## config.mk

```make
export PLATFORM = sky130hd
export DESIGN_NAME = prog_imem_flat
export DESIGN_NICKNAME = d
export VERILOG_FILES = /design/src/rtl/prog_imem_if.sv /design/src/rtl/prog_imem.sv /design/src/flat_wrapper.sv
export SDC_FILE = /design/constraint.sdc
export NUM_CORES = 1
export LEC_CHECK = 0
export CORE_ASPECT_RATIO = 0.75
export CORE_MARGIN = 5
export CORE_UTILIZATION = 40
export DETAILED_ROUTE_END_ITERATION = 16
export GPL_TIMING_DRIVEN = 0
export PLACE_DENSITY = 0.6
export RECOVER_POWER = 25
export SYNTH_ARGS = -nofsm -noshare
export SYNTH_HDL_FRONTEND = slang
export SYNTH_SLANG_ARGS = --single-unit
```

## constraint.sdc

```tcl
create_clock -name clk -period 2.6 [get_ports clk]
set_input_delay 0.26 -clock clk [delete_from_list [all_inputs] [get_ports clk]]
set_output_delay 0.26 -clock clk [all_outputs]
set_load 0.05 [all_outputs]
```

## src/rtl/prog_imem_if.sv

```systemverilog
// Fetch and byte-serial program-load signals shared by prog_imem and its user.
// The memory is the slave; the CPU fetch stage and loader together form the master.
interface prog_imem_if #(
    parameter int unsigned ADDR_W = 6,
    parameter int unsigned DATA_W = 16
);
    logic              fetch_req;
    logic [ADDR_W-1:0] fetch_addr;
    logic              fetch_valid;
    logic [DATA_W-1:0] fetch_instr;
    logic              prog_en;
    logic              prog_byte_valid;
    logic [7:0]        prog_byte;
    logic              prog_ready;
    logic              prog_done;
    logic [ADDR_W:0]   prog_count;
    logic              busy;

    modport master (
        output fetch_req, fetch_addr, prog_en, prog_byte_valid, prog_byte,
        input  fetch_valid, fetch_instr, prog_ready, prog_done, prog_count, busy
    );

    modport slave (
        input  fetch_req, fetch_addr, prog_en, prog_byte_valid, prog_byte,
        output fetch_valid, fetch_instr, prog_ready, prog_done, prog_count, busy
    );
endinterface

```

## src/rtl/prog_imem.sv

```systemverilog
// Synchronous instruction memory with 1-cycle registered fetch, clear-to-NOP sweep after
// reset and a byte-serial load port (LSB first) for replacing the program at run time.
module prog_imem #(
    parameter int unsigned ADDR_W         = 6,
    parameter int unsigned DATA_W         = 16,
    parameter bit          CLEAR_ON_RESET = 1'b1,
    parameter string       INIT_FILE      = ""
) (
    input logic        clk,
    input logic        rst,
    prog_imem_if.slave bus
);
    localparam int unsigned Depth = 2 ** ADDR_W;
    localparam int unsigned Bytes = DATA_W / 8;
    localparam int unsigned IdxW  = (Bytes > 1) ? $clog2(Bytes) : 1;

    typedef enum logic [1:0] {StClear, StRun, StLoad} state_e;

    state_e              state_q, state_d;
    logic [ADDR_W-1:0]   ptr_q, ptr_d;
    logic [IdxW-1:0]     idx_q, idx_d;
    logic [DATA_W-1:0]   asm_q, asm_d;
    logic [ADDR_W:0]     count_q, count_d;
    logic                done_q, done_d;
    logic                valid_q, valid_d;
    logic [DATA_W-1:0]   instr_q, instr_d;
    logic                block_q, block_d;
    logic                mem_we;
    logic [DATA_W-1:0]   mem_wdata;
    logic [DATA_W-1:0]   mem_q [Depth];

    always_comb begin
        state_d   = state_q;
        ptr_d     = ptr_q;
        idx_d     = idx_q;
        asm_d     = asm_q;
        count_d   = count_q;
        block_d   = block_q;
        done_d    = 1'b0;
        valid_d   = 1'b0;
        instr_d   = '0;
        mem_we    = 1'b0;
        mem_wdata = '0;
        // A full-exit blocks re-entry until prog_en has been seen low.
        if (!bus.prog_en) block_d = 1'b0;

        unique case (state_q)
            StClear: begin
                mem_we = 1'b1;
                ptr_d  = ptr_q + 1'b1;
                if (ptr_q == ADDR_W'(Depth - 1)) begin
                    ptr_d   = '0;
                    state_d = StRun;
                end
            end
            StRun: begin
                if (bus.prog_en && !block_q) begin
                    state_d = StLoad;
                    ptr_d   = '0;
                    idx_d   = '0;
                    count_d = '0;
                end else if (bus.fetch_req) begin
                    valid_d = 1'b1;
                    instr_d = mem_q[bus.fetch_addr];
                end
            end
            StLoad: begin
                if (!bus.prog_en) begin
                    done_d  = 1'b1;
                    idx_d   = '0;
                    state_d = StRun;
                end else if (bus.prog_byte_valid) begin
                    asm_d[8*idx_q +: 8] = bus.prog_byte;
                    idx_d = idx_q + 1'b1;
                    if (idx_q == IdxW'(Bytes - 1)) begin
                        mem_we    = 1'b1;
                        mem_wdata = asm_d;
                        ptr_d     = ptr_q + 1'b1;
                        idx_d     = '0;
                        if (count_q != (ADDR_W + 1)'(Depth)) count_d = count_q + 1'b1;
                        if (ptr_q == ADDR_W'(Depth - 1)) begin
                            done_d  = 1'b1;
                            block_d = 1'b1;
                            state_d = StRun;
                        end
                    end
                end
            end
            default: state_d = StRun;
        endcase
    end

    always_ff @(posedge clk) begin
        if (rst) begin
            state_q <= CLEAR_ON_RESET ? StClear : StRun;
            ptr_q   <= '0;
            idx_q   <= '0;
            asm_q   <= '0;
            count_q <= '0;
            done_q  <= 1'b0;
            valid_q <= 1'b0;
            instr_q <= '0;
            block_q <= 1'b0;
        end else begin
            state_q <= state_d;
            ptr_q   <= ptr_d;
            idx_q   <= idx_d;
            asm_q   <= asm_d;
            count_q <= count_d;
            done_q  <= done_d;
            valid_q <= valid_d;
            instr_q <= instr_d;
            block_q <= block_d;
        end
    end

    // Storage is not reset so words survive a reset when no clear sweep runs.
    always_ff @(posedge clk) begin
        if (mem_we && !rst) mem_q[ptr_q] <= mem_wdata;
    end

    assign bus.fetch_valid = valid_q;
    assign bus.fetch_instr = instr_q;
    assign bus.prog_ready  = (state_q == StLoad);
    assign bus.prog_done   = done_q;
    assign bus.prog_count  = count_q;
    assign bus.busy        = (state_q != StRun);
endmodule

```

## src/flat_wrapper.sv

```systemverilog
// flat-port wrapper written by rule: the top's interface ports become plain ports
module prog_imem_flat 
#(
    parameter int unsigned ADDR_W         = 6,
    parameter int unsigned DATA_W         = 16,
    parameter bit          CLEAR_ON_RESET = 1'b1,
    parameter string       INIT_FILE      = ""
)
  (clk, rst, bus_fetch_req, bus_fetch_addr, bus_prog_en, bus_prog_byte_valid, bus_prog_byte, bus_fetch_valid, bus_fetch_instr, bus_prog_ready, bus_prog_done, bus_prog_count, bus_busy);
  prog_imem_if #(.ADDR_W(ADDR_W), .DATA_W(DATA_W)) bus_i ();
  input logic clk;
  input logic rst;
  input wire logic [$bits(bus_i.fetch_req)-1:0] bus_fetch_req;
  input wire logic [$bits(bus_i.fetch_addr)-1:0] bus_fetch_addr;
  input wire logic [$bits(bus_i.prog_en)-1:0] bus_prog_en;
  input wire logic [$bits(bus_i.prog_byte_valid)-1:0] bus_prog_byte_valid;
  input wire logic [$bits(bus_i.prog_byte)-1:0] bus_prog_byte;
  output wire logic [$bits(bus_i.fetch_valid)-1:0] bus_fetch_valid;
  output wire logic [$bits(bus_i.fetch_instr)-1:0] bus_fetch_instr;
  output wire logic [$bits(bus_i.prog_ready)-1:0] bus_prog_ready;
  output wire logic [$bits(bus_i.prog_done)-1:0] bus_prog_done;
  output wire logic [$bits(bus_i.prog_count)-1:0] bus_prog_count;
  output wire logic [$bits(bus_i.busy)-1:0] bus_busy;
  assign bus_i.fetch_req = bus_fetch_req;
  assign bus_i.fetch_addr = bus_fetch_addr;
  assign bus_i.prog_en = bus_prog_en;
  assign bus_i.prog_byte_valid = bus_prog_byte_valid;
  assign bus_i.prog_byte = bus_prog_byte;
  assign bus_fetch_valid = bus_i.fetch_valid;
  assign bus_fetch_instr = bus_i.fetch_instr;
  assign bus_prog_ready = bus_i.prog_ready;
  assign bus_prog_done = bus_i.prog_done;
  assign bus_prog_count = bus_i.prog_count;
  assign bus_busy = bus_i.busy;
  prog_imem #(.ADDR_W(ADDR_W), .DATA_W(DATA_W), .CLEAR_ON_RESET(CLEAR_ON_RESET), .INIT_FILE(INIT_FILE)) u_core (.clk(clk), .rst(rst), .bus(bus_i));
endmodule
```

==> out/qor.csv <==
stage;metric;value;unit
status;status;finished with violations;
status;failed_checks;setup timing;
clock_tree;clk_latency;0.70;ns
timing;clock_skew;0.03187;ns
placement;gp_congestion;0.9213;
setup_path;rr_startpoint;u_core.state_q[0]$_SDFFE_PP0P_;
global_route;grt_pass1_wl;168200;µm
flow_run;max_cap_violations;0;
cells_and_area;multiInputGateArea;9600;µm²
placement;dpl_worst_slack;-1.393;ns
routing;dr.pass1.iters;5;
pwr;switchingPower;7.182;mW
synthesis;avgSynthCellArea;21.25;µm²
cells_and_area;seqCellArea;31610;µm²
synthesis;yosys-top-cells-area;edfxtp_1, mux4_2, dfxtp_1;
floorplan;die_height;288.8;µm
synthesis;yosysWarnings;0;
routing;drt-vias-per-instance;5.947;
routing;num_vias;21640;
floorplan;placementRows;102;
timing;final_hold_viol_count;0;
synthesis;synth_top_area_share;0.7420;
pwr;p_comb_frac;0.036;
setup_path;startpoint;bus_fetch_addr[3];
global_route;grt-ovfl-total;0;
global_route;grt_pass1_vias;21530;
timing;finalMaxSlewViolations;0;
setup_path;crit_fanout;10;
routing;final_antenna_net_count;0;
setup_path;slowest_stage;a211oi_1;
timing;fin_setup_tns;-0.2622;ns
synthesis;synth-seq-cells;1067;
clock_tree;cts_buffers;99;
floorplan;initial_core_util;0.4024;
floorplan;core-area;103000;µm²
synthesis;synth_cells;1950;
cells_and_area;fin_nets;2231;
timing;fin_ws;-0.1139;ns
synthesis;synth_fp_nets;1977;
clock_tree;clock-sinks;1067;
clock_tree;cts_tree;yes;
routing;routed_wl;120400;µm
cells_and_area;fillers;8304;
pwr;p_seq_frac;0.545;
placement;hpwlAfterDp;79750;µm
timing;relSlewSlack;0.2528;
setup_path;end_kind;flop;
min_path;worstHoldStart;bus_prog_byte_valid;
timing;rsz0062_at_grt;true;
setup_path;path_cells;clkdlybuf4s50_1 > clkbuf_2 > nand2b_2 > clkbuf_8 > a211oi_1 > nor3_1 > o2bb2ai_1;
synthesis;synth_area;41440;µm²
setup_path;cp.required;3.12;ns
clock_tree;clock-root-buffer;clkbuf_16;
timing;setup_viol;5;
timing;worst_pin_slew;1.114;ns
timing;period_needed;2.714;ns
pwr;p_leak;18.05;nW
setup_path;slowest_delay;0.88;ns
cells_and_area;area_delta_synth_final;18.16;%
synthesis;yosys_most_used_dff;edfxtp_1;
pwr;swShare;0.2102;
floorplan;io_pins;46;
clock_tree;clk_pin_slew_worst_paths;0.06;ns
synthesis;synth_most_common_cell;edfxtp_1;
synthesis;async_flop_share;0;
timing;fin_crit_sh;1.044;
placement;io_buffers;38;
routing;wire_per_inst;33.08;µm
setup_path;start_kind;primary input;
min_path;min_path_type;in -> reg;
global_route;antenna_found_initial;4;
setup_path;worst_ep_arrival_time;3.23;ns
synthesis;synth_top_cells_by_count;edfxtp_1, mux4_2, nor2_1, mux2i_1, nand2_1;
global_route;grt_max_degree;49;
clock_tree;clk_path_buf_depth;3;
cells_and_area;final_core_util;0.4755;
synthesis;synth_edf_count;1024;
synthesis;ys_types;60;
synthesis;yosysSeqAreaShare;0.7627;
floorplan;die_w;381.7;µm
global_route;track_usage;0.2182;
pwr;power_density;697.8;nW/µm²
pwr;vdd.ir_drop.worst;0.4544;mV
routing;remaining_drc_errors;0;
clock_tree;htree_levels;3;
floorplan;dieArea;110200;µm²
routing;drtIter0Drc;3322;
timing;hold_ws;0.05477;ns
synthesis;synth.largest_area_cell;edfxtp_1;
cells_and_area;layout-drive-gt1-share;0.3015;
pwr;clkPwrFrac;0.419;
setup_path;critPathKind;in -> reg;
timing;max_freq;368.5;MHz
pwr;intPower;26.99;mW
metrics by stage:
| step | std cells | area, µm² | power, mW |
|---|---|---|---|
| 3_5_place_dp | 3375 | 44370 | 20.15 |
| 2_1_floorplan | 1950 | 41620 | 19.65 |
| 3_3_place_gp | 3340 | 43700 | 20.11 |
| 6_report | 3638 | 48970 | 34.17 |
| 5_1_grt | 3637 | 48970 | 35.16 |
| 4_1_cts | 3635 | 48970 | 34.37 |
power groups by stage:
| stage | registers (mW) | clock network [mW] | logic [mW] |
|---|---|---|---|
| floorplan | 19.0 | 0 | 0.676 |
| finish | 18.6 | 14.3 | 1.23 |
| CTS | 18.6 | 14.6 | 1.21 |
| global placement | 19.0 | 0 | 1.14 |
| global route | 18.6 | 15.3 | 1.27 |
| detailed placement | 19.0 | 0 | 1.17 |
area by class of cell:
| cell class | instances | share of cell area |
|---|---|---|
| Clock inverter | 61 | 0.01117 |
| Inverter | 7 | 0.0005366 |
| Sequential cell | 1067 | 0.6456 |
| Tap cell | 1352 | 0.03455 |
| Multi-Input combinational cell | 766 | 0.1961 |
| Buffer | 107 | 0.01707 |
| Clock buffer | 121 | 0.05292 |
| Timing Repair Buffer | 156 | 0.04208 |
| Antenna cell | 1 | 0.00005110 |
routing by layer:
metal / global-route usage / routed length, µm / vias to the layer above
li1: - / - / 8665
met1: 0.3171 / 49810 / 11470
met2: 0.3109 / 51350 / 1293
met3: 0.08068 / 15690 / 208
met4: 0.06061 / 3502 / 0
met5: 0 / 0 / -
layout by cell type, fill, tap and decap left out, types with 41 or more instances in the layout:
master	count
mux4_2	222
buf_12	58
clkbuf_16	100
edfxtp_1	1024
buf_4	60
o22ai_1	44
mux2i_1	55
nand2_1	44
nor2_4	51
dfxtp_1	41
worst max-delay path, delay by kind of cell:
family	cells	cell delay (ns)
buffers and inverters	3	1.26
AND/OR/NAND/NOR	2	0.56
AO/OA/AOI/OAI	2	1.13
kinds of logic (layout without fill, tap and decap cells):
| family | count (synthesis) | in the layout | synth area share |
|---|---|---|---|
| AO/OA/AOI/OAI | 181 | 181 | 0.03004 |
| XOR/XNOR | 5 | 5 | 0.001057 |
| adder cells (fa/ha/maj) | 8 | 8 | 0.002415 |
| buffers and inverters | 117 | 452 | 0.02080 |
| flip-flops | 1067 | 1067 | 0.7627 |
| multiplexers | 310 | 310 | 0.1523 |
| other | 0 | 1 | 0 |
| AND/OR/NAND/NOR | 262 | 262 | 0.03064 |
timing repair:
action | 4_1_cts | 5_1_grt
gates cloned | 0 | 0
buffers inserted | 78 | 3
endpoints found under the setup margin | 1041 | 870
hold endpoints to repair | 2 | 0
hold buffers | 2 | 0
pin swaps | 54 | 4
gates resized for setup | 75 | 19
sequential cells by signal (all words and copies together), names as in the netlist, named ones only:
signal / count
u_core.mem_q: 1024
u_core.bus.fetch_instr: 16
u_core.ptr_q: 6
u_core.bus.fetch_valid: 1
u_core.asm_q: 5
u_core.bus.prog_count: 7
u_core.block_q: 1
u_core.bus.prog_done: 1
u_core.idx_q: 1
u_core.state_q: 2
worst paths after layout:
check	endpoint	slack, ns	cells after the start
worst max-delay path	u_core.bus.fetch_instr[9]$_SDFF_PP0_	-0.11	7
worst min-delay path	u_core.block_q$_SDFF_PP0_	0.05	3
worst max register to register	u_core.mem_q[39][14]$_DFFE_PP_	0	11
worst min register to register	flop	0.46	2
(Power assumes the default switching activity.)
